===== src/rtl/pu_pkg.sv =====
// Shared constants and FSM encoding for the PU layer sequencer and its counters.
package pu_pkg;
    localparam int LANES    = 8;
    localparam int LANE_W   = 8;
    localparam int CHUNK_W  = LANES * LANE_W;
    localparam int RESULT_W = 8;

    typedef enum logic [2:0] {
        S_IDLE  = 3'd0,
        S_FLUSH = 3'd1,
        S_ISSUE = 3'd2,
        S_DRAIN = 3'd3,
        S_DONE  = 3'd4
    } seq_state_t;
endpackage


===== src/rtl/pu_seq_counters.sv =====
// Chunk / neuron / weight-address counters for one layer pass; hold unless advanced.
module pu_seq_counters
    import pu_pkg::*;
#(
    parameter int CW      = 5,
    parameter int NW      = 7,
    parameter int WADDR_W = 10
) (
    input  logic               clk,
    input  logic               rst,
    input  logic               clear,
    input  logic               advance,
    input  logic [CW-1:0]      num_chunks,
    output logic [CW-1:0]      chunk,
    output logic [NW-1:0]      neuron,
    output logic [WADDR_W-1:0] waddr,
    output logic               last_chunk
);
    logic [CW-1:0]      chunk_q, chunk_d;
    logic [NW-1:0]      neuron_q, neuron_d;
    logic [WADDR_W-1:0] waddr_q, waddr_d;

    assign last_chunk = (chunk_q == num_chunks - CW'(1));
    assign chunk      = chunk_q;
    assign neuron     = neuron_q;
    assign waddr      = waddr_q;

    always_comb begin
        chunk_d  = chunk_q;
        neuron_d = neuron_q;
        waddr_d  = waddr_q;
        if (clear) begin
            chunk_d  = '0;
            neuron_d = '0;
            waddr_d  = '0;
        end else if (advance) begin
            // The weight address runs linearly across neurons: n*k + c.
            waddr_d = waddr_q + WADDR_W'(1);
            if (last_chunk) begin
                chunk_d  = '0;
                neuron_d = neuron_q + NW'(1);
            end else begin
                chunk_d = chunk_q + CW'(1);
            end
        end
    end

    always_ff @(posedge clk or negedge rst) begin
        if (!rst) begin
            chunk_q  <= '0;
            neuron_q <= '0;
            waddr_q  <= '0;
        end else begin
            chunk_q  <= chunk_d;
            neuron_q <= neuron_d;
            waddr_q  <= waddr_d;
        end
    end
endmodule


===== src/rtl/pu_layer_sequencer.sv =====
// Sequences one fully-connected layer through an 8-lane PU and writes ReLU results.
// Optional PU_SEQ_PERF_EN adds busy/stall performance counters.
module pu_layer_sequencer
    import pu_pkg::*;
#(
    parameter  int MAX_CHUNKS  = 16,
    parameter  int MAX_NEURONS = 64,
    parameter  int WADDR_W     = 10,
    localparam int CW          = $clog2(MAX_CHUNKS + 1),
    localparam int NW          = $clog2(MAX_NEURONS + 1)
) (
    input  logic                clk,
    input  logic                rst,
    input  logic                start,
    input  logic [CW-1:0]       num_chunks,
    input  logic [NW-1:0]       num_neurons,
    output logic                busy,
    output logic                done,
    output logic [CW-1:0]       in_addr,
    output logic [WADDR_W-1:0]  wt_addr,
    output logic [NW-1:0]       bias_addr,
    input  logic [CHUNK_W-1:0]  in_mem_data,
    input  logic [CHUNK_W-1:0]  wt_mem_data,
    input  logic [LANE_W-1:0]   bias_mem_data,
    output logic [CHUNK_W-1:0]  pu_in_data,
    output logic [CHUNK_W-1:0]  pu_weights,
    output logic [LANE_W-1:0]   pu_bias,
    output logic                pu_bias_sel,
    output logic                pu_flush,
    input  logic                pu_results_ready,
    input  logic [RESULT_W-1:0] pu_result,
`ifdef PU_SEQ_PERF_EN
    output logic [31:0]         perf_busy_cycles,
    output logic [31:0]         perf_stall_cycles,
`endif
    output logic                res_we,
    output logic [NW-1:0]       res_addr,
    output logic [RESULT_W-1:0] res_data
);
    seq_state_t         state_q, state_d;
    logic [CW-1:0]      k_q, k_d;
    logic [NW-1:0]      n_q, n_d;
    logic [NW-1:0]      wcnt_q, wcnt_d;
    logic [CW-1:0]      chunk;
    logic [NW-1:0]      neuron;
    logic [WADDR_W-1:0] waddr;
    logic               last_chunk;
    logic               issue, advance, last_neuron;

    assign issue       = (state_q == S_ISSUE);
    // results_ready doubles as the PU stall, so nothing is accepted while it is high.
    assign advance     = issue && !pu_results_ready;
    assign last_neuron = (neuron == n_q - NW'(1));

    pu_seq_counters #(
        .CW      (CW),
        .NW      (NW),
        .WADDR_W (WADDR_W)
    ) u_counters (
        .clk        (clk),
        .rst        (rst),
        .clear      (state_q == S_FLUSH),
        .advance    (advance),
        .num_chunks (k_q),
        .chunk      (chunk),
        .neuron     (neuron),
        .waddr      (waddr),
        .last_chunk (last_chunk)
    );

    always_comb begin
        state_d  = state_q;
        k_d      = k_q;
        n_d      = n_q;
        wcnt_d   = wcnt_q;
        busy     = (state_q != S_IDLE);
        done     = 1'b0;
        pu_flush = 1'b0;
        unique case (state_q)
            S_IDLE: begin
                if (start) begin
                    state_d = S_FLUSH;
                    k_d     = num_chunks;
                    n_d     = num_neurons;
                end
            end
            S_FLUSH: begin
                pu_flush = 1'b1;
                wcnt_d   = '0;
                state_d  = (k_q == '0 || n_q == '0) ? S_DONE : S_ISSUE;
            end
            S_ISSUE: begin
                if (advance && last_chunk && last_neuron) state_d = S_DRAIN;
            end
            S_DRAIN: begin
                if (wcnt_q == n_q) state_d = S_DONE;
            end
            S_DONE: begin
                done     = 1'b1;
                pu_flush = 1'b1;
                state_d  = S_IDLE;
            end
            default: state_d = S_IDLE;
        endcase
        res_we = pu_results_ready && (issue || state_q == S_DRAIN);
        if (res_we) wcnt_d = wcnt_q + NW'(1);
    end

    // Operands are zeroed outside ISSUE so the PU accumulator sees harmless bubbles.
    assign in_addr     = issue ? chunk : '0;
    assign wt_addr     = issue ? waddr : '0;
    assign bias_addr   = issue ? neuron : '0;
    assign pu_in_data  = issue ? in_mem_data : '0;
    assign pu_weights  = issue ? wt_mem_data : '0;
    assign pu_bias     = issue ? bias_mem_data : '0;
    assign pu_bias_sel = issue && last_chunk;
    assign res_addr    = res_we ? wcnt_q : '0;
    assign res_data    = res_we ? pu_result : '0;

    always_ff @(posedge clk or negedge rst) begin
        if (!rst) begin
            state_q <= S_IDLE;
            k_q     <= '0;
            n_q     <= '0;
            wcnt_q  <= '0;
        end else begin
            state_q <= state_d;
            k_q     <= k_d;
            n_q     <= n_d;
            wcnt_q  <= wcnt_d;
        end
    end

`ifdef PU_SEQ_PERF_EN
    logic [31:0] perf_busy_q, perf_busy_d;
    logic [31:0] perf_stall_q, perf_stall_d;

    always_comb begin
        perf_busy_d  = perf_busy_q;
        perf_stall_d = perf_stall_q;
        if (state_q == S_IDLE && start) begin
            perf_busy_d  = '0;
            perf_stall_d = '0;
        end else begin
            if (busy && perf_busy_q != '1) perf_busy_d = perf_busy_q + 32'd1;
            if (issue && pu_results_ready && perf_stall_q != '1)
                perf_stall_d = perf_stall_q + 32'd1;
        end
    end

    always_ff @(posedge clk or negedge rst) begin
        if (!rst) begin
            perf_busy_q  <= '0;
            perf_stall_q <= '0;
        end else begin
            perf_busy_q  <= perf_busy_d;
            perf_stall_q <= perf_stall_d;
        end
    end

    assign perf_busy_cycles  = perf_busy_q;
    assign perf_stall_cycles = perf_stall_q;
`endif
endmodule

===== config.mk =====
export PLATFORM = sky130hd
export DESIGN_NAME = pu_layer_sequencer
export DESIGN_NICKNAME = d
export VERILOG_FILES = /design/src/rtl/pu_pkg.sv /design/src/rtl/pu_seq_counters.sv /design/src/rtl/pu_layer_sequencer.sv
export SDC_FILE = /design/constraint.sdc
export NUM_CORES = 1
export LEC_CHECK = 0
export CELL_PAD_IN_SITES_DETAIL_PLACEMENT = 1
export CELL_PAD_IN_SITES_GLOBAL_PLACEMENT = 1
export CORE_MARGIN = 2
export CORE_UTILIZATION = 20
export DETAILED_ROUTE_END_ITERATION = 8
export PLACE_DENSITY = 0.91
export SYNTH_ARGS = -nofsm -noshare
export SYNTH_HDL_FRONTEND = slang
export SYNTH_SLANG_ARGS = --single-unit

===== constraint.sdc =====
create_clock -name clk -period 2.8 [get_ports clk]
set_input_delay 0.28 -clock clk [delete_from_list [all_inputs] [get_ports clk]]
set_output_delay 0.28 -clock clk [all_outputs]
set_load 0.02 [all_outputs]

-- Word level (Yosys, flattened, before mapping)
Cells that the tools add are included.
- register bits: 44
- latch bits: 0
- bits in writable memories: 0
- ROM bits: 0
- input bits: 160
- memories: 0
- add/subtract/negate cells: 6
- multiply operators: 0
- div/mod/pow operators: 0
- magnitude comparators: 0
- equal/unequal tests: 10
- shift-type cells: 0
- multiplexer cells: 25
- bitwise logic cells: 0
- reductions and logical operators: 19
- operators with widths (cell ; number):
    64-bit 2-to-1 mux ; 2
    7-bit 2-to-1 mux ; 7
    10-bit 2-to-1 mux ; 3
    5-bit 2-to-1 mux ; 4
    8-bit 2-to-1 mux ; 2
    7-bit by 1-bit adder with 7-bit output (second input constant) ; 2
    7-bit == test ; 2
    3-bit 2-to-1 mux ; 4
    3-bit one-hot mux with 4 select lines ; 1
    10-bit by 1-bit adder with 10-bit output (second input constant) ; 1
    7-bit logical NOT ; 1
    7-bit by 1-bit subtractor with 7-bit output (second input constant) ; 1
    3-bit by 2-bit == test with 1-bit output (second input constant) ; 2
    2-bit nonzero test ; 3
    5-bit by 1-bit adder with 5-bit output (second input constant) ; 1
    5-bit == test ; 1
    1-bit logical AND ; 5
    5-bit logical NOT ; 1
    5-bit by 1-bit subtractor with 5-bit output (second input constant) ; 1
    2-bit != test (second input constant) ; 2
    2-bit AND reduction ; 2
    3-bit by 1-bit == test with 1-bit output (second input constant) ; 1
    3-bit == test (second input constant) ; 1
    3-bit logical NOT ; 1
    other kinds (7) ; 9

-- Depth between registers and ports, before layout
Gate-level depths: netlist of run 1.
- word-level depth: 6
- depth in mapped cells: 8
- mapped depth without buffers: 7

-- By module
A second synthesis of run 1 with hierarchy kept.
- cell total of the unflattened synthesis: 454
- area total of the unflattened synthesis: 3778.6 µm²
- by module, submodules not included (module ; instances ; cells an instance ; area an instance (µm²) ; seq. area each (µm²)):
    pu_layer_sequencer ; 1 ; 315 ; 2502.4 ; 550.5
    pu_seq_counters ; 1 ; 139 ; 1276.2 ; 550.5

-- Least setup slack after synthesis of run 1
Ideal clock, no wire load.
- kind: flip-flop to flip-flop
- start point: register state_q[1]
- end point: register k_q[2]
- library setup time: 0.125 ns
- arrival: 1.920 ns
- required time: 2.675 ns
- path slack: 0.755 ns
- cell stages (with the launch flop): 6
- clock period less this slack: 2.045 ns
- cells stage by stage: dfrtp_1 > buf_2 > or3_1 > nor2_1 > buf_2 > mux2_2
- longest elaborated chain between the ends: 2
- RTL lines (what ; line ; source):
    from (decl) ; pu_layer_sequencer.sv:40 ; seq_state_t state_q, state_d;
    from (signal assigned) ; pu_layer_sequencer.sv:127 ; state_q <= state_d;
    3-bit logical NOT ; pu_layer_sequencer.sv:79 ; unique case (state_q)
    2-bit AND reduction (no source line) ; n/a ;
    to (signal assigned) ; pu_layer_sequencer.sv:128 ; k_q <= k_d;
    to (decl) ; pu_layer_sequencer.sv:41 ; logic [CW-1:0] k_q, k_d;
No other way between the ends.
A chain may end at the register's enable or synchronous reset.

-- Final worst setup path of run 1
- start point: register k_q[1]
- end point: output port pu_bias_sel
- longest elaborated chain between the ends: 3
- RTL lines (what ; line ; source):
    5-bit by 1-bit subtractor with 5-bit output ; pu_seq_counters.sv:23 ; assign last_chunk = (chunk_q == num_chunks - CW'(1));
    5-bit == test ; pu_seq_counters.sv:23 ;
    1-bit logical AND ; pu_layer_sequencer.sv:116 ; assign pu_bias_sel = issue && last_chunk;
    to (decl) ; pu_layer_sequencer.sv:28 ; output logic pu_bias_sel,
No other way between the ends.

==> impl_metrics.env, run 1 <==
export IMPL_max_freq_ghz=0.367
export IMPL_core_area_sq_um=18000
export IMPL_syn_avg_cell_area_sq_um=8.18
export IMPL_grt_pass1_wl_mm=29.3
export IMPL_crit_fanout=3
export IMPL_dp_hpwl_mm=16.3
export IMPL_hold_viol_final=0
export IMPL_worst_ir_drop_vdd_mv=0.408
export IMPL_synthesis_nets=614
export IMPL_hold_path_class="in -> async"
export IMPL_synth_ff_type="dfrtp_1"
export IMPL_synth_compound_area_share_pct=9.17
export IMPL_vias=4413
export IMPL_synthMuxAreaShare_pct=3.01
export IMPL_synth_warnings=0
export IMPL_p_per_area_nw_per_um2=864
export IMPL_synth_xor_area_share_pct=7.66
export IMPL_htree_num_levels=2
export IMPL_syn_inst=447
export IMPL_power_mw=6.43
export IMPL_final_util_pct=41.4
export IMPL_clk_path_buf_depth=2
export IMPL_path_class="reg -> out"
export IMPL_arrival_ps=2450
export IMPL_maxCapViolCount=0
export IMPL_die_area_sq_um=19400
export IMPL_gp_congestion=0.815
export IMPL_grt_overflow=0
export IMPL_drt_vias_per_instance=4.40
export IMPL_synthArstFlopShare_pct=100
export IMPL_critPathSlowestCell="clkdlybuf4s50_1"
export IMPL_clock_latency_ps=290
export IMPL_cts_root_buf="clkbuf_16"
export IMPL_num_nets_final=937
export IMPL_rsz0062_at_grt="no"
export IMPL_worst_pin_slew_ps=1050
export IMPL_cts_reportedPaths_clkPinSlew_ps=60
export IMPL_die_x_microns=139
export IMPL_ios=338
export IMPL_cts_tree="done"
export IMPL_cts_sinks=44
export IMPL_period_needed_ps=2730
export IMPL_status="completed"
export IMPL_grtUsageTotal_pct=19.5
export IMPL_setup_viol=0
export IMPL_area_growth_pct=104
export IMPL_synth_edf_count=0
export IMPL_hold_buffers=0
export IMPL_final_setup_tns_ps=0
export IMPL_critPathRequiredTime_ps=2520
export IMPL_final_setup_worst_slack_ps=72.1
export IMPL_yosysSeqAreaShare_pct=30.1
export IMPL_synthSimpleGateAreaFrac_pct=42.6
export IMPL_fin_skew_ps=6.20
export IMPL_critPathCaptureType="primary output"
export IMPL_syn_area_sq_um=3660
export IMPL_cts_buffers=5
export IMPL_grt_max_degree=94
export IMPL_pre_cts_ws_ps=260
export IMPL_wire_per_inst_microns=19.5
export IMPL_yosysUniqueCellTypes=45
export IMPL_die_h_microns=139
export IMPL_portBuffers=337
export IMPL_finalCritPeriodShare_pct=97.4
export IMPL_path_cells="inv_1 > ha_1 > nor4bb_1 > o211a_1 > o211ai_1 > nor2_1 > clkdlybuf4s50_1"
export IMPL_drt_total_wl_mm=19.6
export IMPL_drtIter0Drc=193
export IMPL_drtPass1Iterations=4
export IMPL_synthAdderAreaFrac_pct=2.39
export IMPL_critPathMaxStageDelay_ps=620
export IMPL_route_detailed_drc=0
export IMPL_cp_buffers_inverters=2
export IMPL_start_util_pct=20.4
export IMPL_startpoint="k_q[1]"
export IMPL_startpoint_type="register"
export IMPL_synth_top_family_by_area="simple AND/OR/NAND/NOR gates"
export IMPL_crit_family="buffers and inverters"
export IMPL_antenna_found_initial=7
export IMPL_rr_startpoint="k_q[1]"
export IMPL_max_slew_margin_pct=29.7
export IMPL_drive_gt1_share_pct=4.28
export IMPL_grt_pass1_vias=4597
export IMPL_num_rows=49
export IMPL_ant_nets=0
export IMPL_leakage_nw=2.93
export IMPL_ys_ff_latch=44
export IMPL_drv_slew=0
[path summary, 6_finish.rpt]
path	end	cells past startpoint	slack (ps)
worst max-delay path	pu_bias_sel	7	70
worst min-delay path	k_q[0]	1	170
worst max register to register	u_counters.neuron[3]	7	490
worst min register to register	wcnt_q[6]	1	550
max in group asynchronous	state_q[1]	1	1910
min in group clk	k_q[0]	3	540
[state kept, by name, indices dropped and copies added (netlist names)]
register           flops
wcnt_q                 7
u_counters.waddr      10
k_q                    5
u_counters.chunk       5
u_counters.neuron      7
n_q                    7
state_q                3
[cells by family (layout without fill, tap and decap cells)]
| family | after synthesis | in the layout |
|---|---|---|
| mux | 10 | 10 |
| other cells | 0 | 4 |
| flops | 44 | 44 |
| xor+xnor | 32 | 32 |
| compound gates | 51 | 51 |
| fa+ha+maj | 7 | 7 |
| buf+inv | 41 | 365 |
| simple gates | 262 | 262 |
[layer usage]
metal	part of all wire [%]	track usage, %	vias to the layer above
met4	0.87	2.55	10
met5	0.30	0	-
met1	40	23.8	2104
met2	51	34.8	167
li1	-	-	2112
met3	7.6	5.75	20
[layout by cell type (no fill, tap or decap), types with 3 or more instances in the layout]
cell type,Yosys,layout
nand4_1,4,4
dfrtp_1,44,43
inv_1,12,12
xor2_1,11,11
ha_1,7,7
clkdlybuf4s50_1,0,335
mux2_2,8,8
a31oi_1,3,3
o31ai_1,4,4
a21oi_1,9,9
nor2b_1,4,4
nand2_1,19,19
clkbuf_16,0,5
diode_2,0,4
nand3b_1,3,3
and2_1,169,169
nor3b_1,4,3
buf_4,0,7
nand3_1,10,10
o21ai_0,21,21
or4_1,5,5
nor3_1,4,4
or3_1,5,5
nor2_1,24,24
and3_1,3,3
xnor2_1,21,21
[final cells by class]
cell class	count	area, sq um
inverter	12	45.0
sequential	44	1100
multi-input combinational	362	2380
clock buffer	5	125
fill	2082	10500
tap	229	287
clock inverter	3	42.5
antenna	4	10.0
timing repair buffer	345	3450
[cells in the mapped netlist (2+ instances only)]
cell / count / area share [%]
and2_1: 169 / 29
dfrtp_1: 44 / 30
nor2_1: 24 / 2.5
clkbuf_1: 23 / 2.4
o21ai_0: 21 / 2.9
xnor2_1: 21 / 5.0
nand2_1: 19 / 2.0
inv_1: 12 / 1.2
xor2_1: 11 / 2.6
nand3_1: 10 / 1.4
a21oi_1: 9 / 1.2
mux2_2: 8 / 2.5
ha_1: 7 / 2.4
or3_1: 5 / 0.86
or4_1: 5 / 1.0
buf_6: 4 / 1.2
nand4_1: 4 / 0.68
nor2b_1: 4 / 0.68
nor3_1: 4 / 0.55
nor3b_1: 4 / 0.82
o31ai_1: 4 / 0.82
a31oi_1: 3 / 0.51
and3_1: 3 / 0.51
nand3b_1: 3 / 0.62
a22o_1: 2 / 0.48
buf_2: 2 / 0.27
mux2i_1: 2 / 0.55
nand2b_1: 2 / 0.34
o211a_1: 2 / 0.55
[timing repair]
| action | in CTS | in global routing |
|---|---|---|
| endpoints found under the setup margin | 0 | 31 |
| resized for setup | 0 | 2 |
| setup buffers | 0 | 0 |
[report_power, final]
group	switching, mW	internal (mW)	leakage [nW]
clock network	0.262	0.420	0.0798
logic	2.38	2.25	2.27
registers	0.306	0.809	0.579
total	2.95	3.48	2.93
[metrics by stage]
step                hold WS, ps  cells  area (sq um)
detailed placement          522    992          7260
global placement            503    992          7260
CTS                         207   1000          7430
floorplan                 -15.6    447          3660
finish                      175   1004          7440
global route                252   1000          7430
[worst register-to-register path: cells and delay by family, from the launching register on]
family                   cells  cell delay (ps)
AND/OR/NAND/NOR              2              830
flip-flops                   1              410
buffers and inverters        1               90
adder cells (fa/ha/maj)      1              180
AO/OA/AOI/OAI                3              720
No activity file was read; power rests on OpenSTA's default activity.
==> inputs of run 2 (changes only) <==
--- a/config.mk
+++ b/config.mk
@@ -5,12 +5,14 @@
 export SDC_FILE = /design/constraint.sdc
 export NUM_CORES = 1
 export LEC_CHECK = 0
+export ABC_AREA = 1
 export CELL_PAD_IN_SITES_DETAIL_PLACEMENT = 1
 export CELL_PAD_IN_SITES_GLOBAL_PLACEMENT = 1
+export CORE_ASPECT_RATIO = 1.5
 export CORE_MARGIN = 2
 export CORE_UTILIZATION = 20
 export DETAILED_ROUTE_END_ITERATION = 8
-export PLACE_DENSITY = 0.91
+export PLACE_DENSITY = 0.93
 export SYNTH_ARGS = -nofsm -noshare
 export SYNTH_HDL_FRONTEND = slang
 export SYNTH_SLANG_ARGS = --single-unit
==> impl_metrics.env, run 2 <==
export IMPL_arrival_ps=2200
export IMPL_die_h_microns=177
export IMPL_drt_vias_per_instance=4.23
export IMPL_cts_tree="done"
export IMPL_grtUsageTotal_pct=17.6
export IMPL_rsz0062_at_grt="no"
export IMPL_syn_inst=700
export IMPL_synthArstFlopShare_pct=100
export IMPL_core_area_sq_um=19700
export IMPL_route_detailed_drc=0
export IMPL_clk_path_buf_depth=2
export IMPL_worst_pin_slew_ps=1080
export IMPL_critPathCaptureType="primary output"
export IMPL_num_rows=63
export IMPL_area_growth_pct=94.5
export IMPL_postCtsSetupBuffers=0
export IMPL_critPathSlowestCell="clkdlybuf4s50_1"
export IMPL_whs_ps=170
export IMPL_finalCritPeriodShare_pct=88.5
export IMPL_drtPass1Iterations=4
export IMPL_hold_path_class="in -> async"
export IMPL_yosysTopAreaCell="dfrtp_1"
export IMPL_path_cells="inv_2 > nand2_2 > nor2_4 > inv_4 > buf_12 > nor2_1 > clkdlybuf4s50_1"
export IMPL_fin_skew_ps=7.96
export IMPL_ios=338
export IMPL_final_fill_count=2498
export IMPL_p_per_area_nw_per_um2=859
export IMPL_die_x_microns=119
export IMPL_worst_ir_drop_vdd_mv=0.490
export IMPL_cts_sinks=44
export IMPL_hold_viol_final=0
export IMPL_gp_congestion=0.815
export IMPL_clkPwrFrac_pct=9.3
export IMPL_final_setup_worst_slack_ps=323
export IMPL_yosysSeqAreaShare_pct=27.6
export IMPL_power_switching_mw=3.42
export IMPL_synth_warnings=0
export IMPL_max_freq_ghz=0.404
export IMPL_drive_gt1_share_pct=3.61
export IMPL_final_setup_tns_ps=0
export IMPL_ys_ff_latch=44
export IMPL_synth_commonest_cells="nor2_1 (217), inv_1 (201), nand2_1 (70)"
export IMPL_clock_latency_ps=290
export IMPL_synthesis_nets=867
export IMPL_ant_nets=0
export IMPL_status="completed"
export IMPL_synth_edf_count=0
export IMPL_grt_overflow=0
export IMPL_setup_viol=0
export IMPL_grt_pass1_wl_mm=29.8
export IMPL_die_area_sq_um=21200
export IMPL_p_comb_share_pct=74.7
export IMPL_hold_buffers=0
export IMPL_critPathRequiredTime_ps=2520
export IMPL_largest_reg_flops=10
export IMPL_syn_avg_cell_area_sq_um=5.71
export IMPL_path_class="reg -> out"
export IMPL_cts_root_buf="clkbuf_16"
export IMPL_intPower_mw=3.26
export IMPL_num_nets_final=1190
export IMPL_grt_pass1_vias=5811
export IMPL_htree_num_levels=2
export IMPL_layout_commonest_cell="clkdlybuf4s50_1"
export IMPL_critPathMaxStageDelay_ps=640
export IMPL_dp_hpwl_mm=16.3
export IMPL_maxCapViolCount=0
export IMPL_n_antenna_cell=0
export IMPL_drt_total_wl_mm=19.4
export IMPL_synth_ff_type="dfrtp_1"
export IMPL_start_util_pct=20.3
export IMPL_max_slew_margin_pct=27.9
export IMPL_crit_fanout=86
export IMPL_yosysUniqueCellTypes=31
export IMPL_antenna_found_initial=0
export IMPL_drv_slew=0
export IMPL_grt_max_degree=87
export IMPL_drtIter0Drc=155
export IMPL_wire_per_inst_microns=15.1
export IMPL_yosys_cell_count_top_type="nor2_1"
export IMPL_swShare_pct=51.2
export IMPL_syn_area_sq_um=4000
export IMPL_mostFrequentLayoutCells="clkdlybuf4s50_1 (335), nor2_1 (217), inv_1 (201)"
export IMPL_pwr_share_seq_pct=15.9
export IMPL_synth_area_leaders="dfrtp_1 (28%), nor2_1 (20%), inv_1 (19%), nand2_1 (6.6%), a21oi_1 (3.8%)"
export IMPL_pre_cts_ws_ps=343
export IMPL_startpoint_type="register"
export IMPL_period_needed_ps=2480
export IMPL_cts_reportedPaths_clkPinSlew_ps=70
export IMPL_vias=5437
export IMPL_final_util_pct=39.4
export IMPL_leakage_nw=3.81
export IMPL_portBuffers=337
export IMPL_synth_top_area_share_pct=27.6
export IMPL_cts_buffers=5
## run 2: worst max-delay path, delay by kind of cell (launching register included)
family | cells | cell delay (ps)
buffers and inverters | 4 | 1010
DFF | 1 | 440
and+or+nand+nor | 3 | 390
## run 2: what timing repair did
| action | CTS | global route |
|---|---|---|
| resized for setup | 0 | 1 |
| endpoints found under the hold margin | 0 | 0 |
| endpoints found under the setup margin | 0 | 1 |
## run 2: worst paths after layout
check,from,end,slack (ps),cells after the start
min in group clk,u_counters.waddr[6],u_counters.waddr[6],480,1
max in group asynchronous,rst,k_q[2],1940,1
worst min register to register,u_counters.waddr[6],u_counters.waddr[6],480,1
worst min-delay path,rst,n_q[4],170,1
worst max register to register,state_q[2],u_counters.waddr[8],790,9
worst max-delay path,state_q[2],pu_weights[21],320,7
## run 2: kinds of logic (layout without fill, tap and decap cells)
logic type,count (synthesis),count (layout),synth area share (%)
AO/OA/AOI/OAI,58,58,8.20
multiplexers,2,2,0.564
AND/OR/NAND/NOR,345,345,36.0
flip-flops,44,44,27.6
buffers and inverters,230,554,22.4
XOR/XNOR,14,14,3.07
adder cells (fa/ha/maj),7,7,2.19
## run 2: power groups by stage
stage          clock network (mW)  registers (mW)  logic [mW]
3_3_place_gp                    0            1.05        4.88
5_1_grt                     0.657            1.10        5.39
2_1_floorplan                   0           0.991        2.80
4_1_cts                     0.631            1.06        5.06
6_report                    0.624            1.06        4.99
3_5_place_dp                    0            1.07        5.03
## run 2: layout make-up
class	instances	area, sq um	share of cell area, %
inverter	205	772	9.93
multi-input combinational	426	2000	25.7
tap	260	325	4.18
sequential	44	1100	14.2
clock buffer	7	143	1.83
clock inverter	1	7.51	0.0966
timing repair buffer	341	3430	44.1
## run 2: per-stage QoR
stage	instance area, sq um	power (mW)	instances
2_1_floorplan	4000	3.79	700
3_3_place_gp	7620	5.93	1276
3_5_place_dp	7620	6.10	1276
4_1_cts	7770	6.76	1284
5_1_grt	7770	7.14	1284
6_report	7770	6.68	1284
## run 2: layer usage
layer,vias up,GRT usage (%),part of all wire [%]
met5,-,0,0
met4,0,4.12,1.2
met3,18,4.61,8.5
met2,250,37.0,56
met1,2521,16.5,34
li1,2648,-,-
==> inputs of run 3 (changes only) <==
--- a/config.mk
+++ b/config.mk
@@ -12,7 +12,8 @@
 export CORE_MARGIN = 2
 export CORE_UTILIZATION = 20
 export DETAILED_ROUTE_END_ITERATION = 8
-export PLACE_DENSITY = 0.93
+export PLACE_DENSITY = 0.9
 export SYNTH_ARGS = -nofsm -noshare
 export SYNTH_HDL_FRONTEND = slang
+export SYNTH_HIERARCHICAL = 1
 export SYNTH_SLANG_ARGS = --single-unit
==> impl_metrics.env, run 3 <==
export IMPL_cts_tree="done"
export IMPL_setup_viol=0
export IMPL_hold_buffers=0
export IMPL_synth_warnings=6
export IMPL_ys_ff_latch=44
export IMPL_drtPass1Iterations=4
export IMPL_num_nets_final=1230
export IMPL_r2r_setup_slack_ps=620
export IMPL_max_freq_ghz=0.382
export IMPL_synth_compound_area_share_pct=4.40
export IMPL_grt_pass1_wl_mm=32.7
export IMPL_status="completed"
export IMPL_drv_slew=0
export IMPL_final_setup_tns_ps=0
export IMPL_final_util_pct=38.3
export IMPL_die_h_microns=182
export IMPL_maxCapViolCount=0
export IMPL_core_area_sq_um=20800
export IMPL_wire_per_inst_microns=16.9
export IMPL_synth_area_leaders="dfrtp_1 (26%), inv_1 (19%), nor2_1 (19%), nand2_1 (10%), nand3_1 (3.0%)"
export IMPL_synth_top_family_by_area="simple AND/OR/NAND/NOR gates"
export IMPL_arrival_ps=2340
export IMPL_synthMuxAreaShare_pct=2.11
export IMPL_htree_num_levels=2
export IMPL_grt_max_degree=86
export IMPL_synth_top_area_share_pct=26.2
export IMPL_path_class="reg -> out"
export IMPL_vias=5747
export IMPL_worst_pin_slew_ps=1100
export IMPL_cts_buffers=5
export IMPL_final_fill_count=2639
export IMPL_portBuffers=337
export IMPL_synthesis_nets=906
export IMPL_worst_ir_drop_vdd_mv=0.483
export IMPL_drt_total_wl_mm=22.6
export IMPL_grt_pass1_vias=5953
export IMPL_rsz0062_at_grt="no"
export IMPL_largest_reg_flops=10
export IMPL_startpoint_type="register"
export IMPL_synthAdderAreaFrac_pct=2.08
export IMPL_dp_hpwl_mm=19.1
export IMPL_pwr_share_seq_pct=17.9
export IMPL_hold_viol_final=0
export IMPL_yosysSeqAreaShare_pct=26.2
export IMPL_grt_overflow=0
export IMPL_power_switching_mw=3.21
export IMPL_start_util_pct=20.2
export IMPL_layout_commonest_cell="clkdlybuf4s50_1"
export IMPL_ios=338
export IMPL_p_per_area_nw_per_um2=784
export IMPL_clkPwrFrac_pct=10.1
export IMPL_synth_ff_type="dfrtp_1"
export IMPL_route_detailed_drc=0
export IMPL_synthArstFlopShare_pct=100
export IMPL_grtUsageTotal_pct=19.4
export IMPL_area_growth_pct=89.5
export IMPL_leakage_nw=3.90
export IMPL_period_needed_ps=2620
export IMPL_drtIter0Drc=213
export IMPL_intPower_mw=3.04
export IMPL_synthSimpleGateAreaFrac_pct=39.3
export IMPL_die_area_sq_um=22200
export IMPL_synth_commonest_cells="inv_1 (217), nor2_1 (214), nand2_1 (116)"
export IMPL_yosysUniqueCellTypes=36
export IMPL_ant_nets=0
export IMPL_clk_path_buf_depth=2
export IMPL_dr_wl_met3_mm=2.85
export IMPL_cts_root_buf="clkbuf_16"
export IMPL_yosysTopAreaCell="dfrtp_1"
export IMPL_yosys_cell_count_top_type="inv_1"
export IMPL_swShare_pct=51.3
export IMPL_dr_wl_met2_mm=11.1
export IMPL_fin_skew_ps=6.98
export IMPL_antenna_found_initial=16
export IMPL_clock_latency_ps=290
export IMPL_p_comb_share_pct=72.0
export IMPL_num_rows=65
export IMPL_critPathCaptureType="primary output"
export IMPL_cts_reportedPaths_clkPinSlew_ps=60
export IMPL_max_slew_margin_pct=26.4
export IMPL_wl_met1_mm=7.94
export IMPL_syn_inst=739
export IMPL_cts_sinks=44
export IMPL_hold_path_class="in -> async"
export IMPL_finalCritPeriodShare_pct=93.4
export IMPL_crit_fanout=85
export IMPL_synth_xor_area_share_pct=2.50
export IMPL_gp_congestion=0.909
export IMPL_drive_gt1_share_pct=3.67
export IMPL_synth_edf_count=0
export IMPL_syn_area_sq_um=4200
export IMPL_drt_vias_per_instance=4.30
export IMPL_critPathRequiredTime_ps=2520
export IMPL_dr_max_layer_used="met5"
export IMPL_syn_avg_cell_area_sq_um=5.69
export IMPL_die_x_microns=122
export IMPL_mostFrequentLayoutCells="clkdlybuf4s50_1 (335), inv_1 (217), nor2_1 (214)"
run 3: changes by cell type after synthesis, moves of 4 or more:
cell,delta
nand3_1,-4
nand4_1,+10
o21ai_0,-8
buf_4,+12
nor4_1,-5
inv_1,+16
a21oi_1,-15
nand2_1,+46
clkbuf_1,-9
buf_2,-4
o21ai_2,-4
mux2_2,+5
run 3: logic make-up (layout without fill, tap and decap cells):
logic type | Yosys count | after routing
DFF | 44 | 44
adders and majority gates | 7 | 7
and+or+nand+nor | 392 | 392
xor gates and xnor gates | 12 | 12
other | 0 | 6
AOI/OAI and AO/OA | 33 | 33
muxes | 8 | 8
buffers and inverters | 243 | 567
run 3: through the flow:
step	instance area (sq um)	cells	total power [mW]	hold WS, ps	worst slack [ps]
after floorplan	4200	739	3.66	-15.6	1000
after global placement	7790	1324	5.52	515	306
after detailed placement	7790	1324	5.64	537	366
after CTS	7950	1331	6.30	229	137
after global routing	7950	1331	6.69	267	19.2
final	7970	1337	6.25	191	185
run 3: final cells by class:
class / count / area, sq um / area share, %
tap: 268 / 335 / 4.21
sequential: 44 / 1100 / 13.8
timing repair buffer: 341 / 3410 / 42.9
inverter: 219 / 822 / 10.3
multi-input combinational: 452 / 2130 / 26.7
antenna: 6 / 15.0 / 0.189
clock buffer: 7 / 153 / 1.92
run 3: final timing paths:
path	start	to	depth (start not counted)
max	state_q[2]	pu_in_data[8]	5
min	rst	u_counters/chunk[0]	1
max reg2reg	k_q[0]	state_q[2]	16
min reg2reg	wcnt_q[6]	wcnt_q[6]	1
max in group asynchronous	rst	n_q[3]	1
min in group clk	wcnt_q[6]	wcnt_q[6]	1
run 3: critical path, cell delays in order, from the launching register on:
cell	delay, ps
dfrtp_1	480
nor2_4	100
nand2_4	90
buf_4	630
nor2_1	120
clkdlybuf4s50_1	580
run 3: what timing repair did:
item                                   in CTS  in global routing
setup buffers                               0                  0
resized for setup                           0                  1
setup endpoints to repair                   0                  1
endpoints found under the hold margin       0                  0
run 3: routing by layer:
| metal | vias up | global-route usage [%] |
|---|---|---|
| met5 | - | 0 |
| met4 | 20 | 5.66 |
| met3 | 51 | 9.33 |
| met2 | 276 | 35.3 |
| met1 | 2636 | 19.2 |
| li1 | 2764 | - |
run 3: power groups by stage:
stage	Sequential [mW]	Clock [mW]	Combinational, mW
after global placement	1.10	0	4.41
final	1.12	0.631	4.50
after detailed placement	1.12	0	4.51
after floorplan	1.03	0	2.64
after CTS	1.12	0.643	4.54
after global routing	1.15	0.665	4.87
